`src/rtl/lcd_pkg.sv`:
```
// lcd_pkg: HD44780 command/ASCII constants, sequencer state type and digit helper.
// Revision: 1.0
`default_nettype none

package lcd_pkg;

  localparam logic [7:0] CMD_FUNC  = 8'h38;
  localparam logic [7:0] CMD_DISP  = 8'h0C;
  localparam logic [7:0] CMD_ENTRY = 8'h06;
  localparam logic [7:0] CMD_CLR   = 8'h01;
  localparam logic [7:0] CMD_L1    = 8'h80;
  localparam logic [7:0] CMD_L2    = 8'hC0;

  localparam logic [7:0] CH_SPACE = 8'h20;
  localparam logic [7:0] CH_COLON = 8'h3A;
  localparam logic [7:0] CH_ZERO  = 8'h30;

  localparam logic [31:0] TAG_CLK = "CLK ";
  localparam logic [31:0] TAG_TMR = "TMR ";
  localparam logic [31:0] TAG_SET = "SET ";
  localparam logic [31:0] TAG_UNK = "??? ";

  localparam logic [47:0] L2_RUN   = "RUN   ";
  localparam logic [47:0] L2_STOP  = "STOP  ";
  localparam logic [47:0] L2_ADJ   = "ADJUST";
  localparam logic [47:0] L2_BLANK = "      ";

  localparam logic [5:0] INIT_LAST  = 6'd3;
  localparam logic [5:0] FRAME_LAST = 6'd33;

  typedef enum logic [1:0] {
    ST_PWRUP = 2'd0,
    ST_INIT  = 2'd1,
    ST_IDLE  = 2'd2,
    ST_FRAME = 2'd3
  } top_state_e;

  typedef struct packed {
    logic [4:0] hours;
    logic [5:0] minutes;
    logic [5:0] seconds;
    logic [1:0] mode;
    logic       running;
  } snap_t;

  // Out-of-range values (e.g. 63) are rendered literally, never clamped.
  function automatic logic [15:0] bin2ascii2(input logic [5:0] v);
    logic [5:0] tens;
    logic [5:0] ones;
    tens = v / 6'd10;
    ones = v - (tens * 6'd10);
    return {CH_ZERO + {2'b00, tens}, CH_ZERO + {2'b00, ones}};
  endfunction

endpackage

`default_nettype wire

```
`src/rtl/lcd_time_display_if.sv`:
```
// lcd_time_display_if: byte-write handshake between the sequencer and the write engine.
// Revision: 1.0
`default_nettype none

interface lcd_time_display_if;
  logic       start;
  logic       rs;
  logic [7:0] data;
  logic       long_wait;
  logic       done;

  modport master (output start, output rs, output data, output long_wait, input done);
  modport slave  (input start, input rs, input data, input long_wait, output done);
endinterface

`default_nettype wire

```
`src/rtl/lcd_write_engine.sv`:
```
// lcd_write_engine: one HD44780 byte write (setup, EN pulse, hold, execution wait).
// Revision: 1.0
`default_nettype none

module lcd_write_engine #(
  parameter int AS_CYC   = 2,
  parameter int EN_CYC   = 25,
  parameter int EXEC_CYC = 2500,
  parameter int CLR_CYC  = 100000
) (
  input  wire logic        clk,
  input  wire logic        rst,
  lcd_time_display_if.slave wr,
  output logic             lcd_en_o,
  output logic             lcd_rs_o,
  output logic [7:0]       lcd_data_o
);

  localparam int MAX_A = (AS_CYC > EN_CYC) ? AS_CYC : EN_CYC;
  localparam int MAX_B = (EXEC_CYC > CLR_CYC) ? EXEC_CYC : CLR_CYC;
  localparam int MAX_C = (MAX_A > MAX_B) ? MAX_A : MAX_B;
  localparam int CW    = $clog2(MAX_C + 1);

  typedef enum logic [2:0] {
    E_IDLE  = 3'd0,
    E_SETUP = 3'd1,
    E_PULSE = 3'd2,
    E_HOLD  = 3'd3,
    E_WAIT  = 3'd4
  } eng_state_e;

  eng_state_e    state_q, state_d;
  logic [CW-1:0] cnt_q, cnt_d;
  logic [CW-1:0] w_last;
  logic          rs_q, rs_d;
  logic [7:0]    data_q, data_d;
  logic          long_q, long_d;

  always_ff @(posedge clk) begin
    if (rst) begin
      state_q <= E_IDLE;
      cnt_q   <= '0;
      rs_q    <= 1'b0;
      data_q  <= 8'h00;
      long_q  <= 1'b0;
    end else begin
      state_q <= state_d;
      cnt_q   <= cnt_d;
      rs_q    <= rs_d;
      data_q  <= data_d;
      long_q  <= long_d;
    end
  end

  always_comb begin
    w_last = '0;
    case (state_q)
      E_SETUP, E_HOLD: w_last = CW'(AS_CYC - 1);
      E_PULSE:         w_last = CW'(EN_CYC - 1);
      E_WAIT:          w_last = long_q ? CW'(CLR_CYC - 1) : CW'(EXEC_CYC - 1);
      default:         w_last = '0;
    endcase
  end

  // RS/DATA are only captured in E_IDLE, so they stay frozen through EN and hold.
  always_comb begin
    state_d = state_q;
    cnt_d   = cnt_q;
    rs_d    = rs_q;
    data_d  = data_q;
    long_d  = long_q;
    wr.done = 1'b0;
    case (state_q)
      E_IDLE: begin
        if (wr.start) begin
          rs_d    = wr.rs;
          data_d  = wr.data;
          long_d  = wr.long_wait;
          cnt_d   = '0;
          state_d = E_SETUP;
        end
      end
      E_SETUP, E_PULSE, E_HOLD, E_WAIT: begin
        if (cnt_q == w_last) begin
          cnt_d = '0;
          case (state_q)
            E_SETUP: state_d = E_PULSE;
            E_PULSE: state_d = E_HOLD;
            E_HOLD:  state_d = E_WAIT;
            default: begin
              state_d = E_IDLE;
              wr.done = 1'b1;
            end
          endcase
        end else begin
          cnt_d = cnt_q + CW'(1);
        end
      end
      default: state_d = E_IDLE;
    endcase
  end

  assign lcd_en_o   = (state_q == E_PULSE);
  assign lcd_rs_o   = rs_q;
  assign lcd_data_o = data_q;

endmodule

`default_nettype wire

```
`src/rtl/lcd_time_display.sv`:
```
// lcd_time_display: power-up/init sequencer and two-line time/mode renderer for a 16x2 LCD.
// Revision: 1.0
`default_nettype none

module lcd_time_display
  import lcd_pkg::*;
#(
  parameter int PWRUP_CYC = 750000,
  parameter int AS_CYC    = 2,
  parameter int EN_CYC    = 25,
  parameter int EXEC_CYC  = 2500,
  parameter int CLR_CYC   = 100000
) (
  input  wire logic       CLOCK_50,
  input  wire logic       reset,
  input  wire logic [4:0] clock_hours,
  input  wire logic [5:0] clock_minutes,
  input  wire logic [5:0] clock_seconds,
  input  wire logic [1:0] mode,
  input  wire logic       timer_running,
  output logic            LCD_EN,
  output logic            LCD_RS,
  output logic            LCD_RW,
  output logic [7:0]      LCD_DATA,
  output logic            LCD_ON,
  output logic            busy,
  output logic            frame_done
);

  localparam int PW = $clog2(PWRUP_CYC + 1);

  top_state_e    state_q, state_d;
  logic [PW-1:0] cnt_q, cnt_d;
  logic [5:0]    idx_q, idx_d;
  logic          issued_q, issued_d;
  logic          pend_q, pend_d;
  logic          on_q;
  snap_t         snap_q, snap_d;
  snap_t         w_live;

  logic [15:0]   w_hh, w_mm, w_ss;
  logic [31:0]   w_tag;
  logic [47:0]   w_l2;
  logic [3:0]    w_p1, w_p2;
  logic [7:0]    w_ch1, w_ch2;
  logic          w_start, w_rs, w_long;
  logic [7:0]    w_data;

  lcd_time_display_if wr_if ();

  assign wr_if.start     = w_start;
  assign wr_if.rs        = w_rs;
  assign wr_if.data      = w_data;
  assign wr_if.long_wait = w_long;

  lcd_write_engine #(
    .AS_CYC   (AS_CYC),
    .EN_CYC   (EN_CYC),
    .EXEC_CYC (EXEC_CYC),
    .CLR_CYC  (CLR_CYC)
  ) u_engine (
    .clk        (CLOCK_50),
    .rst        (reset),
    .wr         (wr_if),
    .lcd_en_o   (LCD_EN),
    .lcd_rs_o   (LCD_RS),
    .lcd_data_o (LCD_DATA)
  );

  assign LCD_RW = 1'b0;
  assign LCD_ON = on_q;

  always_comb begin
    w_live.hours   = clock_hours;
    w_live.minutes = clock_minutes;
    w_live.seconds = clock_seconds;
    w_live.mode    = mode;
    w_live.running = timer_running;
  end

  always_ff @(posedge CLOCK_50) begin
    if (reset) begin
      state_q  <= ST_PWRUP;
      cnt_q    <= '0;
      idx_q    <= 6'd0;
      issued_q <= 1'b0;
      pend_q   <= 1'b1;
      snap_q   <= '0;
      on_q     <= 1'b0;
    end else begin
      state_q  <= state_d;
      cnt_q    <= cnt_d;
      idx_q    <= idx_d;
      issued_q <= issued_d;
      pend_q   <= pend_d;
      snap_q   <= snap_d;
      on_q     <= 1'b1;
    end
  end

  // Character generation: line positions are idx-1 (line 1) and idx-18 (line 2), modulo 16.
  always_comb begin
    w_hh = bin2ascii2({1'b0, snap_q.hours});
    w_mm = bin2ascii2(snap_q.minutes);
    w_ss = bin2ascii2(snap_q.seconds);
    case (snap_q.mode)
      2'd0:    w_tag = TAG_CLK;
      2'd1:    w_tag = TAG_TMR;
      2'd2:    w_tag = TAG_SET;
      default: w_tag = TAG_UNK;
    endcase
    case (snap_q.mode)
      2'd1:    w_l2 = snap_q.running ? L2_RUN : L2_STOP;
      2'd2:    w_l2 = L2_ADJ;
      default: w_l2 = L2_BLANK;
    endcase
    w_p1 = idx_q[3:0] - 4'd1;
    w_p2 = idx_q[3:0] - 4'd2;
    case (w_p1)
      4'd0:    w_ch1 = w_tag[31:24];
      4'd1:    w_ch1 = w_tag[23:16];
      4'd2:    w_ch1 = w_tag[15:8];
      4'd3:    w_ch1 = w_tag[7:0];
      4'd4:    w_ch1 = w_hh[15:8];
      4'd5:    w_ch1 = w_hh[7:0];
      4'd6:    w_ch1 = CH_COLON;
      4'd7:    w_ch1 = w_mm[15:8];
      4'd8:    w_ch1 = w_mm[7:0];
      4'd9:    w_ch1 = CH_COLON;
      4'd10:   w_ch1 = w_ss[15:8];
      4'd11:   w_ch1 = w_ss[7:0];
      default: w_ch1 = CH_SPACE;
    endcase
    case (w_p2)
      4'd0:    w_ch2 = w_l2[47:40];
      4'd1:    w_ch2 = w_l2[39:32];
      4'd2:    w_ch2 = w_l2[31:24];
      4'd3:    w_ch2 = w_l2[23:16];
      4'd4:    w_ch2 = w_l2[15:8];
      4'd5:    w_ch2 = w_l2[7:0];
      default: w_ch2 = CH_SPACE;
    endcase
  end

  always_comb begin
    w_rs   = 1'b0;
    w_data = 8'h00;
    w_long = 1'b0;
    if (state_q == ST_INIT) begin
      case (idx_q[1:0])
        2'd0:    w_data = CMD_FUNC;
        2'd1:    w_data = CMD_DISP;
        2'd2:    w_data = CMD_ENTRY;
        default: w_data = CMD_CLR;
      endcase
      w_long = (idx_q == INIT_LAST);
    end else if (idx_q == 6'd0) begin
      w_data = CMD_L1;
    end else if (idx_q <= 6'd16) begin
      w_rs   = 1'b1;
      w_data = w_ch1;
    end else if (idx_q == 6'd17) begin
      w_data = CMD_L2;
    end else begin
      w_rs   = 1'b1;
      w_data = w_ch2;
    end
  end

  always_comb begin
    state_d    = state_q;
    cnt_d      = cnt_q;
    idx_d      = idx_q;
    issued_d   = issued_q;
    pend_d     = pend_q;
    snap_d     = snap_q;
    w_start    = 1'b0;
    busy       = 1'b1;
    frame_done = 1'b0;
    case (state_q)
      ST_PWRUP: begin
        if (cnt_q == PW'(PWRUP_CYC - 1)) begin
          cnt_d    = '0;
          idx_d    = 6'd0;
          issued_d = 1'b0;
          state_d  = ST_INIT;
        end else begin
          cnt_d = cnt_q + PW'(1);
        end
      end
      ST_IDLE: begin
        busy = 1'b0;
        if ((w_live != snap_q) || pend_q) begin
          snap_d   = w_live;
          pend_d   = 1'b0;
          busy     = 1'b1;
          idx_d    = 6'd0;
          issued_d = 1'b0;
          state_d  = ST_FRAME;
        end
      end
      default: begin
        // A change during a frame only queues one more frame; the snapshot is untouched.
        if ((state_q == ST_FRAME) && (w_live != snap_q)) begin
          pend_d = 1'b1;
        end
        if (!issued_q) begin
          w_start  = 1'b1;
          issued_d = 1'b1;
        end else if (wr_if.done) begin
          issued_d = 1'b0;
          if ((state_q == ST_INIT) && (idx_q == INIT_LAST)) begin
            idx_d   = 6'd0;
            state_d = ST_IDLE;
          end else if ((state_q == ST_FRAME) && (idx_q == FRAME_LAST)) begin
            frame_done = 1'b1;
            idx_d      = 6'd0;
            state_d    = ST_IDLE;
          end else begin
            idx_d = idx_q + 6'd1;
          end
        end
      end
    endcase
  end

endmodule

`default_nettype wire

```
`config.mk`:
```
export PLATFORM = sky130hd
export DESIGN_NAME = lcd_time_display
export DESIGN_NICKNAME = d
export VERILOG_FILES = /design/src/rtl/lcd_pkg.sv /design/src/rtl/lcd_time_display_if.sv /design/src/rtl/lcd_write_engine.sv /design/src/rtl/lcd_time_display.sv
export SDC_FILE = /design/constraint.sdc
export NUM_CORES = 1
export LEC_CHECK = 0
export CAP_MARGIN = 10
export CELL_PAD_IN_SITES_DETAIL_PLACEMENT = 0
export CELL_PAD_IN_SITES_GLOBAL_PLACEMENT = 2
export CORE_UTILIZATION = 29
export CTS_CLUSTER_DIAMETER = 200
export DETAILED_ROUTE_END_ITERATION = 10
export PLACE_DENSITY = 0.67
export SLEW_MARGIN = 40
export SYNTH_ARGS = -nofsm -noshare
export SYNTH_HDL_FRONTEND = slang
export SYNTH_SLANG_ARGS = --single-unit
```
`constraint.sdc`:
```
create_clock -name CLOCK_50 -period 8.14 [get_ports CLOCK_50]
set_input_delay 0.814 -clock CLOCK_50 [delete_from_list [all_inputs] [get_ports CLOCK_50]]
set_output_delay 0.814 -clock CLOCK_50 [all_outputs]
set_load 0.02 [all_outputs]
```
==> reports/qor.yml <==
cells_and_area:
  areaGrowthSynthToFinish_pct: 13.11
  drive_gt1_share_pct: 4.988
  diodes: 0
  fin_util_pct: 33.70
  final_nets: 857
  fill_cells: 2166
clock_tree:
  post_cts_resized: 0
  clock_latency_ns: 0.34
  cts_hold_buf: 0
  root_buffer: "clkbuf_16"
  h-tree-depth: 3
  clock_sinks: 81
  max-clock-path-buffers: 2
  cts_setup_buffers: 0
  cts_tree: "built"
  clkTransAtPathRegs_ns: 0.07
  cts_made_buffers: 9
timing:
  finalSetupViolations: 0
  worst-slew-pin-transition_ns: 0.8124
  slew_headroom_pct: 45.64
  rsz0062_at_grt: "false"
  skew_ns: 0.008276
  layout_min_cycle_time_ns: 4.732
  fmax_mhz: 211.3
  hold_violations: 0
  tns_ns: 0
  post-route-period-util_pct: 58.13
  drv_slew: 0
logic_synthesis:
  synth.avg_cell_area_um2: 7.657
  synth-async-reset-ratio_pct: 0
  synth.most_common_cell: "nor2_1"
  yosys_warnings: 0
  yosysTopAreaCell: "dfxtp_1"
  synthesis.nets: 854
  ys_seq_area_share_pct: 26.64
  syn_inst: 795
  synth_top_cells_by_count: "96 x nor2_1, 81 x dfxtp_1, 55 x a21oi_1"
  synth_seq_cells: 81
  ys_types: 75
  synth_top_area_share_pct: 26.64
  synth.area.top_cells: "dfxtp_1 27%, ha_1 7.0%, nor2_1 5.9%"
  netlist_area_um2: 6087
  synth-main-ff-cell: "dfxtp_1"
  synth_edf_count: 0
drt:
  drtIter0Drc: 233
  wirelength_mm: 18.27
  avgRoutedWirePerCell_um: 17.05
  drtPass1Iterations: 4
  vias: 5694
  drc: 0
  ant_nets: 0
  drt-vias-per-instance: 5.312
worst_setup_path:
  cp.required_ns: 8.40
  end_kind: "flop"
  cp.arrival_ns: 4.99
  cp-start-kind: "flop"
  criticalPathCategory: "flop to flop"
  cp_max_fo: 12
global_route:
  grt_max_degree: 62
  grt_antenna_before_repair: 0
  grt_usage_pct: 17.28
  grt-ovfl-total: 0
  grt_pass1_wl_mm: 29.64
  grt_pass1_vias: 5397
min_path:
  holdCritPathClass: "flop to flop"
die:
  row_count: 52
  io_pins: 36
  fp.dieH_um: 146.9
  start_util_pct: 29.80
  fp.dieArea_um2: 21570
  die_x_um: 146.9
  core_um2: 20430
outcome:
  outcome: "finished clean"
pwr:
  ir_drop_mv: 0.08894
  p_int_w: 0.0006491
  clockPowerShare_pct: 49.2
  p_seq_share_pct: 47.2
  p_switching_w: 0.0001972
  pwr-share-comb_pct: 3.6
  p_leak_nw: 2.486
  switching_share_pct: 23.30
  power_density_nw_per_um2: 122.9
placed_design:
  hpwlAfterDp_mm: 13.22
  portBuffers: 34
  globalplace.congestion: 0.8593
job:
  drv_cap: 0
[cell families after synthesis]
kind of cell	count (synthesis)	synth area share, %
buffers and inverters	92	6.269
adders and majority gates	38	8.140
DFF	81	26.64
AOI/OAI and AO/OA	188	19.82
other	1	0.06161
muxes	30	5.036
xor gates and xnor gates	54	7.770
and+or+nand+nor	311	26.27
[cell type report]
| class | instances | area [um^2] | share of cell area, % |
|---|---|---|---|
| multi-input cells | 622 | 4088 | 59.37 |
| clock inverters | 5 | 56.30 | 0.8177 |
| flip-flops and latches | 81 | 1622 | 23.55 |
| inverters | 42 | 157.7 | 2.290 |
| well taps | 270 | 337.8 | 4.906 |
| clock buffers | 10 | 229.0 | 3.325 |
| repair buffers | 42 | 395.4 | 5.742 |
[cells in the final DEF (no fill, tap or decap), types with 15 or more instances in the layout]
| cell type | netlist | routed |
|---|---|---|
| mux2i_1 | 25 | 25 |
| a21oi_1 | 55 | 54 |
| nand3_1 | 28 | 28 |
| nor2_1 | 96 | 96 |
| dfxtp_1 | 81 | 81 |
| nand2_1 | 52 | 52 |
| nor2b_1 | 16 | 16 |
| clkdlybuf4s50_1 | 0 | 33 |
| inv_1 | 40 | 40 |
| xnor2_1 | 30 | 30 |
| a31oi_1 | 17 | 17 |
| or3_1 | 15 | 15 |
| o21ai_0 | 40 | 40 |
| ha_1 | 34 | 34 |
| xor2_1 | 24 | 24 |
| nand4_1 | 15 | 15 |
| nor3_1 | 19 | 19 |
[state kept, by name, indices dropped and copies added (netlist names)]
| name | flops |
|---|---|
| LCD_ON | 1 |
| cnt_q | 20 |
| idx_q | 6 |
| issued_q | 1 |
| pend_q | 1 |
| snap_q | 20 |
| state_q | 2 |
| u_engine.cnt_q | 17 |
| u_engine.lcd_data_o | 8 |
| u_engine.lcd_rs_o | 1 |
| u_engine.long_q | 1 |
| u_engine.state_q | 3 |
[path summary, 6_finish.rpt]
path                          startpoint                             endpoint  cells after the start  slack (ns)
setup reg to reg  snap_q[7]$_SDFFE_PP0P_  u_engine.lcd_data_o[5]$_SDFFE_PP0P_                     20        3.41
hold / removal     cnt_q[8]$_SDFFE_PP0P_                cnt_q[8]$_SDFFE_PP0P_                      2        0.49
setup / recovery  snap_q[7]$_SDFFE_PP0P_  u_engine.lcd_data_o[5]$_SDFFE_PP0P_                     20        3.41
hold reg to reg    cnt_q[8]$_SDFFE_PP0P_                cnt_q[8]$_SDFFE_PP0P_                      2        0.49
[per-layer routing]
metal,up-vias,track usage (%),routed length (um)
met5,-,0,0
met4,0,4.792,243
met3,17,2.484,592
met2,109,27.54,8306
met1,2719,24.15,9132
li1,2849,-,-
[power groups by stage]
| stage | Combinational, W | Clock [W] | Sequential, W |
|---|---|---|---|
| 6_report | 0.0000309 | 0.000416 | 0.000399 |
| 5_1_grt | 0.0000336 | 0.000451 | 0.000399 |
| 4_1_cts | 0.0000318 | 0.000430 | 0.000399 |
| 3_5_place_dp | 0.0000316 | 0 | 0.000408 |
| 3_3_place_gp | 0.0000314 | 0 | 0.000408 |
| 2_1_floorplan | 0.0000142 | 0 | 0.000408 |
[critical path: stages, from the launching register on]
cell	delay, ns
dfxtp_1	0.56
inv_1	0.11
ha_1	0.34
nor2b_1	0.12
o22ai_1	0.08
a222oi_1	0.51
ha_1	0.32
inv_1	0.07
o21ai_0	0.07
o221ai_1	0.30
ha_1	0.30
inv_1	0.06
ha_1	0.25
a21o_1	0.19
a21oi_1	0.16
xor2_1	0.16
o22ai_1	0.12
a22oi_1	0.18
ha_1	0.26
or3_1	0.34
a31oi_1	0.15
[stage by stage]
| stage | hold slack, ns | std cells | area (um^2) | total power, W | setup WS [ns] |
|---|---|---|---|---|---|
| global route | 0.5184 | 1072 | 6885 | 0.0008838 | 3.013 |
| finish | 0.4853 | 1072 | 6885 | 0.0008462 | 3.408 |
| floorplan | 0.4480 | 795 | 6087 | 0.0004225 | 3.825 |
| CTS | 0.4943 | 1072 | 6882 | 0.0008605 | 3.402 |
| detailed placement | 0.4846 | 1057 | 6596 | 0.0004398 | 3.455 |
| global placement | 0.4633 | 1057 | 6596 | 0.0004396 | 3.594 |
Power figures use the tool's default switching activity.
